### src/rtl/psum_accumulator.sv
// Per-lane partial-sum accumulator with bit-serial shift-add (mode 0) or plain-add (mode 1) jobs.
// Define PSUM_ACC_SAT_EN to clamp each lane update to the signed ACC_WIDTH range instead of wrapping.
module psum_accumulator #(
  parameter int NUM_LANES  = 12,
  parameter int PSUM_WIDTH = 16,
  parameter int ACC_WIDTH  = 24
) (
  input  logic                            clk,
  input  logic                            rst_n,
  input  logic                            mode,
  input  logic                            start,
  input  logic [3:0]                      num_beats,
  input  logic                            in_valid,
  input  logic [NUM_LANES*PSUM_WIDTH-1:0] partial_sums,
  output logic                            in_ready,
  output logic                            out_valid,
  input  logic                            out_ready,
  output logic [NUM_LANES*ACC_WIDTH-1:0]  acc_out,
  output logic                            busy
);

  typedef enum logic [1:0] {
    IDLE,
    ACCUM,
    OUTPUT
  } state_t;

  state_t               state_q, state_d;
  logic                 mode_q, mode_d;
  logic [3:0]           nbeats_q, nbeats_d;
  logic [3:0]           cnt_q, cnt_d;
  logic [3:0]           cnt_inc;
  logic                 negate;
  logic [ACC_WIDTH-1:0] acc_q [NUM_LANES];
  logic [ACC_WIDTH-1:0] acc_d [NUM_LANES];

`ifdef PSUM_ACC_SAT_EN
  localparam logic signed [ACC_WIDTH+1:0] SAT_MAX = {3'b000, {(ACC_WIDTH-1){1'b1}}};
  localparam logic signed [ACC_WIDTH+1:0] SAT_MIN = {3'b111, {(ACC_WIDTH-1){1'b0}}};
`endif

  function automatic logic [ACC_WIDTH-1:0] lane_next(
    input logic [ACC_WIDTH-1:0] acc,
    input logic [ACC_WIDTH-1:0] ps,
    input logic                 plain,
    input logic                 neg
  );
`ifdef PSUM_ACC_SAT_EN
    logic signed [ACC_WIDTH+1:0] acc_w;
    logic signed [ACC_WIDTH+1:0] ps_w;
    logic signed [ACC_WIDTH+1:0] sum_w;
    acc_w = (ACC_WIDTH+2)'($signed(acc));
    ps_w  = (ACC_WIDTH+2)'($signed(ps));
    if (neg)        sum_w = -ps_w;
    else if (plain) sum_w = acc_w + ps_w;
    else            sum_w = (acc_w <<< 1) + ps_w;
    if (sum_w > SAT_MAX)      return SAT_MAX[ACC_WIDTH-1:0];
    else if (sum_w < SAT_MIN) return SAT_MIN[ACC_WIDTH-1:0];
    else                      return sum_w[ACC_WIDTH-1:0];
`else
    if (neg)        return '0 - ps;
    else if (plain) return acc + ps;
    else            return (acc << 1) + ps;
`endif
  endfunction

  assign cnt_inc   = cnt_q + 4'd1;
  // First beat of a multi-beat shift-add job carries the negative-weight MSB plane.
  assign negate    = !mode_q && (cnt_q == 4'd0) && (nbeats_q != 4'd1);
  assign in_ready  = (state_q == ACCUM);
  assign out_valid = (state_q == OUTPUT);
  assign busy      = (state_q != IDLE);

  always_comb begin
    logic [ACC_WIDTH-1:0] ps_ext;
    state_d  = state_q;
    mode_d   = mode_q;
    nbeats_d = nbeats_q;
    cnt_d    = cnt_q;
    ps_ext   = '0;
    for (int unsigned k = 0; k < NUM_LANES; k++) acc_d[k] = acc_q[k];

    unique case (state_q)
      IDLE: begin
        if (start) begin
          mode_d   = mode;
          nbeats_d = (num_beats == 4'd0) ? 4'd1 : num_beats;
          cnt_d    = '0;
          for (int unsigned k = 0; k < NUM_LANES; k++) acc_d[k] = '0;
          state_d  = ACCUM;
        end
      end
      ACCUM: begin
        if (in_valid) begin
          for (int unsigned k = 0; k < NUM_LANES; k++) begin
            ps_ext   = ACC_WIDTH'($signed(partial_sums[k*PSUM_WIDTH +: PSUM_WIDTH]));
            acc_d[k] = lane_next(acc_q[k], ps_ext, mode_q, negate);
          end
          cnt_d = cnt_inc;
          if (cnt_inc == nbeats_q) state_d = OUTPUT;
        end
      end
      OUTPUT: begin
        if (out_ready) state_d = IDLE;
      end
      default: state_d = IDLE;
    endcase
  end

  always_ff @(posedge clk or negedge rst_n) begin
    if (!rst_n) begin
      state_q  <= IDLE;
      mode_q   <= 1'b0;
      nbeats_q <= 4'd1;
      cnt_q    <= '0;
      for (int unsigned k = 0; k < NUM_LANES; k++) acc_q[k] <= '0;
    end else begin
      state_q  <= state_d;
      mode_q   <= mode_d;
      nbeats_q <= nbeats_d;
      cnt_q    <= cnt_d;
      for (int unsigned k = 0; k < NUM_LANES; k++) acc_q[k] <= acc_d[k];
    end
  end

  always_comb begin
    acc_out = '0;
    for (int unsigned k = 0; k < NUM_LANES; k++) acc_out[k*ACC_WIDTH +: ACC_WIDTH] = acc_q[k];
  end

endmodule

### config.mk
export PLATFORM = sky130hd
export DESIGN_NAME = psum_accumulator
export DESIGN_NICKNAME = d
export VERILOG_FILES = /design/src/rtl/psum_accumulator.sv
export SDC_FILE = /design/constraint.sdc
export NUM_CORES = 2
export LEC_CHECK = 0
export CORE_AREA = 2 2 260 262
export DETAILED_ROUTE_END_ITERATION = 10
export DIE_AREA = 0 0 262 264
export GPL_TIMING_DRIVEN = 0
export PLACE_DENSITY = 0.89
export SETUP_SLACK_MARGIN = 0.4
export SLEW_MARGIN = 10
export SYNTH_ARGS = -nofsm -noshare
export SYNTH_HDL_FRONTEND = slang
export SYNTH_SLANG_ARGS = --single-unit
### constraint.sdc
create_clock -name clk -period 7.5 [get_ports clk]
set_clock_uncertainty 0.2 [all_clocks]
set_input_delay 1.5 -clock clk [delete_from_list [all_inputs] [get_ports clk]]
set_output_delay 1.5 -clock clk [all_outputs]
set_load 0.05 [all_outputs]
==> key figures <==
Outcome
  – Status: finished, violations left
  – Failing checks: DRC, capacitance limit, slew limit

Yosys
  – Cell variety after synth: 96
  – Synth Area in Compound Gates: 31.9%
  – Syn Nets: 5,719
  – Mux cell area share after synthesis: 0.758%
  – Synth Area in XOR/XNOR: 13.4%
  – Average size of a mapped cell: 7.88 µm²
  – EDFF count, synth: 0
  – Top_reg_cell synth: dfrtp_1
  – Async SR Flop Fraction: 100%
  – Yosys warning count: 0
  – Post-Synthesis Cell Area: 0.0396 mm²
  – Simple-Gate Fraction of Synth Area: 15.5%
  – Adder-Cell Fraction of Synth Area: 16.1%
  – Sequential share of the synthesized area: 18.9%
  – Largest family of logic cells by synthesized area: compound AO/OA/AOI/OAI gates
  – Post-synthesis cell count: 5,023
  – Seq cells post-synth: 299

Clock tree
  – Post-cts gate resize count: 0
  – # clock sinks: 299
  – Post-CTS Setup Inserts: 0
  – Total CTS buffers: 41
  – CTS tree: done
  – Hold_buf cts: 0
  – Clk slew on worst S/H paths: 0.06 ns
  – Htree depth: 2
  – CTS Root Cell: clkbuf_16
  – Clk_lat worst skew: 0.60 ns
  – Max clock buf depth: 3

STA
  – Unrepaired setup endpoints after global routing: no
  – Fin crit period: 5.54 ns
  – Max Clk Rate: 0.180 GHz
  – Worst slew margin: -3.66%
  – Final period util: 73.9%
  – Pin slew with the least headroom to its limit: 1.55 ns
  – Hold Worst Slack: 0.309 ns
  – Final setup vio count: 0
  – Hold Vio Cnt, Final: 0
  – Slew Limit Fails: 55

Detailed routing
  – Post-DRT Antenna Nets: 0
  – Total Wirelength: 194 mm
  – Total number of vias: 46,400
  – DR vias/cell: 7.15
  – First-pass DRT Iterations: 9
  – Post-DR wirelength/cell: 29.9 µm
  – DRT iter0 DRCs: 7,044
  – Drc violations: 1

Worst setup path
  – Setup crit end kind: flip-flop
  – CP endpoint: acc_out[191]
  – Reg2Reg Depth: 8
  – CP required: 7.83 ns
  – Critical Path Start Type: input port
  – RR Startpoint: nbeats_q[0]
  – Reg2reg end: acc_out[38]
  – Worst-path maximum fanout: 10
  – CP Data Arrival Time: 5.88 ns
  – Flop2flop setup slack: 2.26 ns
  – WS Path Type: input port to flip-flop
  – Setup crit start: in_valid

Floorplanning
  – Row cnt: 95
  – Die height: 264 µm
  – Core area: 0.0666 mm²
  – Full die area: 0.0692 mm²
  – I/O Pins: 493
  – Initial Util: 59.5%
  – Overall die width: 262 µm

Final layout
  – Final Util: 71.0%
  – Layout Nets: 6,258
  – Synthesis-to-layout area growth: 19.3%
  – Layout cells sized above 1: 3.29%

Power
  – LEAKAGE: 21.3 nW
  – PD cells: 567 mW/mm²
  – Maximum vdd drop: 449 µV
  – Tot Pwr: 26.8 mW

Placement
  – GPL Wtd Cong: 1.06
  – IO Port Bufs: 492
  – Hpwl dp: 141 mm

Global routing
  – Met3 Use GR: 21.8%
  – Total track usage: 54.0%
  – Vias in the first global route: 42,800
  – Met2 usage: 75.6%
  – GRT overflow: 0
  – Initial antenna violation count: 22
  – Routing usage on met1: 64.2%
  – GR peak layer: met2
  – First-pass GRT wire length: 276 mm
  – Largest net degree at the start of global routing: 100

Hold path
  – Hold Crit Start: nbeats_q[0]
  – Hold Crit Class: flip-flop to flip-flop

Run
  – MaxCap Viol Count: 6
-- cells by family (layout without fill, tap and decap cells) --
logic type               count (synthesis)  count (layout)
AO/OA/AOI/OAI                         1925            1925
XOR/XNOR                               605             605
adder cells (fa/ha/maj)                494             494
buffers and inverters                  366             934
flip-flops                             299             299
multiplexers                            29              29
other                                    0              26
AND/OR/NAND/NOR                       1305            1305
-- worst max-delay path, cell delays in order --
cell             delay (ns)
clkdlybuf4s50_1        0.64
and2_1                 0.17
clkbuf_1               1.05
nand2_1                1.06
clkbuf_1               0.81
a211oi_1               0.39
o211ai_1               0.13
nand3_1                0.10
-- metal layers --
| metal | wire length (µm) | vias to the layer above | share of wire, % |
|---|---|---|---|
| li1 | - | 19800 | - |
| met1 | 66500 | 21500 | 34 |
| met2 | 75900 | 4003 | 39 |
| met3 | 31100 | 1130 | 16 |
| met4 | 20600 | 8 | 11 |
| met5 | 48 | - | 0.025 |
-- area by class of cell --
class	instances	area [µm²]
Multi-Input combinational cell	4358	30800
Fill cell	5425	19300
Sequential cell	299	7480
Timing Repair Buffer	496	5020
Clock buffer	60	1180
Tap cell	873	1090
Buffer	226	922
Inverter	140	526
Clock inverter	12	188
Antenna cell	26	65.1
-- registers in the layout (all words and copies together), names as in the netlist --
register	flops
acc_out	288
cnt_q	4
mode_q	1
nbeats_q	4
state_q	2
-- Yosys cell counts (14+ instances only) --
library cell,n,share of area (%)
a41oi_1,16,0.35
a21oi_1,503,6.4
nand2b_1,70,1.1
buf_1,16,0.15
a221o_1,15,0.38
o31ai_1,42,0.80
or2_2,14,0.22
nand3_1,74,0.94
or4_1,25,0.47
a22oi_1,44,0.83
ha_1,470,15
a31oi_1,65,1.0
o21ai_1,28,0.35
o221ai_1,14,0.31
inv_1,140,1.3
nor3b_1,16,0.30
o21ai_0,379,4.8
nand4_1,34,0.54
nor2b_1,58,0.92
a211oi_1,84,1.6
nor4_1,34,0.54
nor3_1,86,1.1
o21bai_1,50,0.95
and2_1,20,0.32
clkbuf_1,210,2.0
o211ai_1,34,0.64
a221oi_1,70,1.5
a22o_1,45,1.0
o31a_1,15,0.33
o21a_1,59,1.1
nor2_1,363,3.4
dfrtp_1,298,19
or3_1,33,0.52
xor2_1,268,5.9
mux2i_1,24,0.61
fa_1,24,1.2
o22ai_1,18,0.28
nand2_1,412,3.9
xnor2_1,337,7.5
and3_1,37,0.58
a21o_1,300,5.7
-- worst min-delay path by stage --
stage	slack (ns)	depth (start not counted)	to
floorplan	0.27	2	nbeats_q[0]
global placement	0.28	2	nbeats_q[0]
detailed placement	0.29	2	acc_out[15]
CTS	0.30	2	nbeats_q[0]
global route	0.32	2	nbeats_q[0]
finish	0.31	2	nbeats_q[0]
-- power breakdown --
group | switching [mW] | leakage [nW] | internal (mW)
Clock | 0.888 | 0.670 | 1.25
Sequential | 1.15 | 3.76 | 2.39
Combinational | 13.9 | 16.9 | 7.21
-- stage by stage --
stage	TNS (ns)	setup WS (ns)	std cells	area (µm²)
6_report	0	1.96	6490	47200
5_1_grt	0	2.11	6466	47200
4_1_cts	0	2.31	6464	47200
3_5_place_dp	0	1.73	6392	45800
3_3_place_gp	-2915.37	-9.83	6388	45600
2_1_floorplan	0	3.08	5023	39600
-- cells in the final DEF (no fill, tap or decap), types with 268 or more instances in the layout --
| cell | count |
|---|---|
| a21oi_1 | 503 |
| clkdlybuf4s50_1 | 491 |
| ha_1 | 470 |
| nand2_1 | 412 |
| o21ai_0 | 379 |
| nor2_1 | 360 |
| xnor2_1 | 337 |
| a21o_1 | 300 |
| dfrtp_1 | 298 |
| xor2_1 | 268 |
No activity file was read; power rests on OpenSTA's default activity.
